--- config.mk ---
export PLATFORM = sky130hd
export DESIGN_NAME = pixie_dma_responder
export DESIGN_NICKNAME = d
export VERILOG_FILES = /design/src/rtl/pixie_dma_responder.sv
export SDC_FILE = /design/constraint.sdc
export NUM_CORES = 1
export LEC_CHECK = 0
export ABC_AREA = 1
export CAP_MARGIN = 0
export CORE_UTILIZATION = 35
export DETAILED_ROUTE_END_ITERATION = 12
export PLACE_DENSITY = 0.63
export RECOVER_POWER = 50
export SLEW_MARGIN = 20
export SYNTH_ARGS = -nofsm -noshare
export SYNTH_HDL_FRONTEND = slang
export SYNTH_SLANG_ARGS = --single-unit
--- constraint.sdc ---
create_clock -name clk_sys -period 2 [get_ports clk_sys]
set_input_delay 0.3 -clock clk_sys [delete_from_list [all_inputs] [get_ports clk_sys]]
set_output_delay 0.3 -clock clk_sys [all_outputs]
set_load 0.005 [all_outputs]
--- src/rtl/pixie_dma_responder.sv ---
// pixie_dma_responder
//   DMA-out responder for an 1861-style video chip. When the chip requests a
//   byte (dma_out_req) and the CPU offers a machine cycle (ce), the block
//   stalls the CPU, reads the byte at R0, hands it to the video chip and
//   advances R0. A read that never returns is forced to complete with 8'h00
//   after TIMEOUT wait cycles, and the sticky err flag records it.
//
// Ports
//   clk_sys      system clock (rising edge)
//   resetq       asynchronous active-low reset
//   ce           CPU machine-cycle enable; grants only happen on ce=1
//   dma_out_req  DMAO request level from the video chip
//   r0_load      CPU strobe writing R0 (honoured only in IDLE)
//   r0_din       new R0 value
//   r0_q         current R0 / DMA pointer
//   cpu_hold     high while a DMA cycle is in progress
//   mem_rd       one-cycle read strobe, address mem_addr (= r0_q)
//   mem_q        read data, qualified by mem_valid
//   pix_data     byte delivered to the video chip (held between strobes)
//   pix_wr       one-cycle strobe qualifying pix_data
//   line_done    pulses with the 8th byte of a line
//   err          sticky: at least one read timed out (cleared by r0_load)
module pixie_dma_responder #(
  parameter int unsigned TIMEOUT  = 15,
  parameter logic [15:0] R0_RESET = 16'h0900
) (
  input  logic        clk_sys,
  input  logic        resetq,
  input  logic        ce,
  input  logic        dma_out_req,
  input  logic        r0_load,
  input  logic [15:0] r0_din,
  output logic [15:0] r0_q,
  output logic        cpu_hold,
  output logic        mem_rd,
  output logic [15:0] mem_addr,
  input  logic [7:0]  mem_q,
  input  logic        mem_valid,
  output logic [7:0]  pix_data,
  output logic        pix_wr,
  output logic        line_done,
  output logic        err
);

  // Counter holds completed WAIT cycles, 0 .. TIMEOUT-1.
  localparam int unsigned CW = (TIMEOUT < 2) ? 1 : $clog2(TIMEOUT);

  typedef enum logic [1:0] {
    IDLE    = 2'd0,
    READ    = 2'd1,
    WAIT    = 2'd2,
    DELIVER = 2'd3
  } state_t;

  state_t         state;
  state_t         state_nxt;
  logic [CW-1:0]  wait_cnt;
  logic [2:0]     byte_cnt;
  logic           wait_last;

  assign mem_addr = r0_q;

  // True in the TIMEOUT-th WAIT cycle; mem_valid in the same cycle still wins.
  assign wait_last = (wait_cnt == CW'(TIMEOUT - 1));

  always_ff @(posedge clk_sys or negedge resetq) begin
    if (!resetq) begin
      state <= IDLE;
    end else begin
      state <= state_nxt;
    end
  end

  always_comb begin
    state_nxt = state;
    cpu_hold  = 1'b0;
    mem_rd    = 1'b0;
    pix_wr    = 1'b0;
    line_done = 1'b0;
    unique case (state)
      IDLE: begin
        if (ce && dma_out_req && !r0_load) begin
          state_nxt = READ;
        end
      end
      READ: begin
        cpu_hold  = 1'b1;
        mem_rd    = 1'b1;
        state_nxt = WAIT;
      end
      WAIT: begin
        cpu_hold = 1'b1;
        if (mem_valid || wait_last) begin
          state_nxt = DELIVER;
        end
      end
      DELIVER: begin
        cpu_hold  = 1'b1;
        pix_wr    = 1'b1;
        line_done = (byte_cnt == 3'd7);
        state_nxt = IDLE;
      end
      default: state_nxt = IDLE;
    endcase
  end

  always_ff @(posedge clk_sys or negedge resetq) begin
    if (!resetq) begin
      r0_q     <= R0_RESET;
      byte_cnt <= '0;
      wait_cnt <= '0;
      err      <= 1'b0;
      pix_data <= '0;
    end else begin
      unique case (state)
        IDLE: begin
          if (r0_load) begin
            r0_q     <= r0_din;
            byte_cnt <= '0;
            err      <= 1'b0;
          end
        end
        READ: begin
          wait_cnt <= '0;
        end
        WAIT: begin
          if (mem_valid) begin
            pix_data <= mem_q;
          end else if (wait_last) begin
            pix_data <= 8'h00;
            err      <= 1'b1;
          end else begin
            wait_cnt <= wait_cnt + 1'b1;
          end
        end
        DELIVER: begin
          r0_q     <= r0_q + 16'd1;
          byte_cnt <= byte_cnt + 3'd1;
        end
        default: ;
      endcase
    end
  end

endmodule

==> metrics.txt, run 1 <==
routed len/inst=~12 um; row cnt=28; Slew @ Worst Pin=~0.89 ns; Hold Vio Cnt, Final=0; CTS Hold Bufs=0; Routed Antenna Nets=0; slew margin rel.=0.408; core area=~0.006 mm^2; RSZ-0062 raised after global routing=false; VDD IR max=between 0.6 and 0.7 mV; Yosys cell types=28; Nets=406; slowest cell on the critical path=clkdlybuf4s50_1; dominant cell type by area after synthesis=dfrtp_1; CP arrival=roughly 1.6 ns; DIE AREA=approximately 0.0067 mm^2; pwr/cell area=between 1000 and 1500 mW/mm^2; Max stage delay on crit path=between 0.4 and 0.5 ns; top-count cell post-synth=nand2_1; final setup vio count=0; Initial Util=0.368; Tcrit/Tclk final=0.953; initial antenna violation count=0; ys flop type=dfrtp_1; clk buf depth=2; CP dominant cell by count=ha_1; Req. time, crit path=between 1.5 and 2 ns; layout cells sized above 1=0.0817; Pins Over Slew Limit=0; Ports=75; first-pass GRT wire length=8.94 mm; status=finished clean; wirelength, routed=roughly 5.2 mm; post_cts resized=0; skew final=0.00800 ns; setup TNS=0 ns; Fmax=roughly 520 MHz; Reg clk slew, reported paths=approximately 0.070 ns; synthesized area=between 0.002 and 0.0025 mm^2; Num CTS Buffers=5; Total Routing Usage GR=0.173; Synth warnings=0; Post-CTS Setup Inserts=0; number of global-route vias before repair=2015; Sink Count=34; Seq/Total Area, Yosys=0.385; synth cell count leaders=nand2_1, inv_1, nor2_1; drt first pass iters=4; critical path fanouts, max=3; port bufs=74; Cells after Synth=304; Synth Register Bits=34; Min Clock Period, post-route=about 1.9 ns; Syn Nets=between 300 and 400; Util after Layout=0.498; Die Ht=about 82 um; Multi-input gate area=roughly 0.0010 mm^2; crit-path cells=ha_1 > ha_1 > nand2_1 > inv_1 > clkdlybuf4s50_1; Remaining DRCs=0; Vias/cell=4.70; clk_lat worst skew=approximately 0.29 ns; vias post-DR=2078; worst min-delay path class=register to register; asr flop ratio synth=1.00; main area contributors after synthesis=dfrtp_1, nand2_1, inv_1; detailed placement HPWL=about 3.9 mm; chip width=about 82 um; total gr overflow=0; post-synth top area share=0.361; DR iter-0 viols=84; RD Place Congestion=0.807; area grow syn2layout=35.2%; EDFF count, synth=0; Fillers=601; CTS tree=yes; largest net degree at the start of global routing=35; leakage=~1.4 nW; total of max-cap violations=0; type of origin of the critical path=register; CP Capture Type=output pin; Crit Path Class=register to output pin; Storage cell area=approximately 850 um^2; root buffer cell=clkbuf_8; number of diodes=0; H-tree levels=2; syn avg cell area=7.30 um^2
## sequential cells by signal (all words and copies together), names as in the netlist
| register | flops |
|---|---|
| pix_data | 8 |
| mem_addr | 16 |
| state | 2 |
| err | 1 |
| wait_cnt | 4 |
| byte_cnt | 3 |
## where the power goes
group	switching, W	internal [W]	total (W)	leakage (nW)
Clock	0.000257	0.000278	0.000535	0.0482
Combinational	0.00123	0.00125	0.00248	0.947
Sequential	0.000377	0.00103	0.00141	0.410
## routing by layer
layer  global-route usage  part of all wire  up-vias  wire length [um]
li1                     -                 -     1072                 -
met3               0.0422             0.060        8               316
met5                    0                 0        -                 0
met1                0.221              0.47      936              2440
met4               0.0491             0.012        0                65
met2                0.290              0.46       62              2410
## layout make-up
| class | instances | area share |
|---|---|---|
| clock buffer | 7 | 0.0288 |
| timing repair buffer | 79 | 0.257 |
| sequential | 34 | 0.285 |
| clock inverter | 1 | 0.00167 |
| inverter | 39 | 0.0488 |
| multi-input combinational | 207 | 0.348 |
| tap | 75 | 0.0313 |
## layout by cell type (no fill, tap or decap), drive strengths merged, types with 2 or more instances in the layout
cell type	synthesis	final
a22oi	2	2
dlygate4sd3	0	15
or2	3	3
nor2	42	42
nand3	29	29
inv	39	39
nand2	74	74
a21oi	10	10
ha	10	10
o21ai	25	25
buf	24	3
xor2	2	2
dfstp	2	2
clkbuf	0	9
clkdlybuf4s50	0	59
dfrtp	32	32
nand4	5	5
## worst paths after layout
path | startpoint | endpoint | cells past startpoint | slack, ns
min in group asynchronous | resetq | mem_addr[0]$_DFFE_PN0P_ | 2 | 0.65
min | byte_cnt[1]$_DFFE_PN0P_ | byte_cnt[1]$_DFFE_PN0P_ | 2 | 0.48
max reg2reg | mem_addr[0]$_DFFE_PN0P_ | mem_addr[14]$_DFFE_PN0P_ | 8 | 0.22
max | byte_cnt[0]$_DFFE_PN0P_ | line_done | 5 | 0.09
max in group asynchronous | resetq | pix_data[0]$_DFFE_PN0P_ | 2 | 0.77
min reg2reg | byte_cnt[1]$_DFFE_PN0P_ | byte_cnt[1]$_DFFE_PN0P_ | 2 | 0.48
## cell families (layout without fill, tap and decap cells)
family / Yosys count / after routing / share of synthesized area
xor gates and xnor gates: 2 / 2 / 0.00790
and+or+nand+nor: 155 / 155 / 0.312
DFF: 34 / 34 / 0.385
buffers and inverters: 63 / 126 / 0.143
AOI/OAI and AO/OA: 40 / 40 / 0.0953
adders and majority gates: 10 / 10 / 0.0564
## worst max-delay path, delay by kind of cell (launching register included)
| family | cells | cell delay [ns] |
|---|---|---|
| fa+ha+maj | 2 | 0.38 |
| simple gates | 1 | 0.07 |
| buf+inv | 2 | 0.47 |
| flops | 1 | 0.40 |
## stage by stage
step	setup slack (ns)	hold WS (ns)	cell area, um^2	total power [W]	cells
3_3_place_gp	0.225	0.465	2920	0.00395	434
6_report	0.0943	0.482	3000	0.00442	442
5_1_grt	0.00828	0.525	3000	0.00488	442
4_1_cts	0.0459	0.445	3010	0.00456	442
3_5_place_dp	0.211	0.470	2920	0.00399	434
2_1_floorplan	0.570	0.00441	2220	0.00297	304
No activity file was read; power rests on OpenSTA's default activity.
==> run 2: changes to the inputs <==
--- a/config.mk
+++ b/config.mk
@@ -6,7 +6,7 @@
 export NUM_CORES = 1
 export LEC_CHECK = 0
 export ABC_AREA = 1
-export CAP_MARGIN = 0
+export CAP_MARGIN = 20
 export CORE_UTILIZATION = 35
 export DETAILED_ROUTE_END_ITERATION = 12
 export PLACE_DENSITY = 0.63
==> results of run 2 <==
No change in the layout: final DEF, timing and power equal those of run 1.
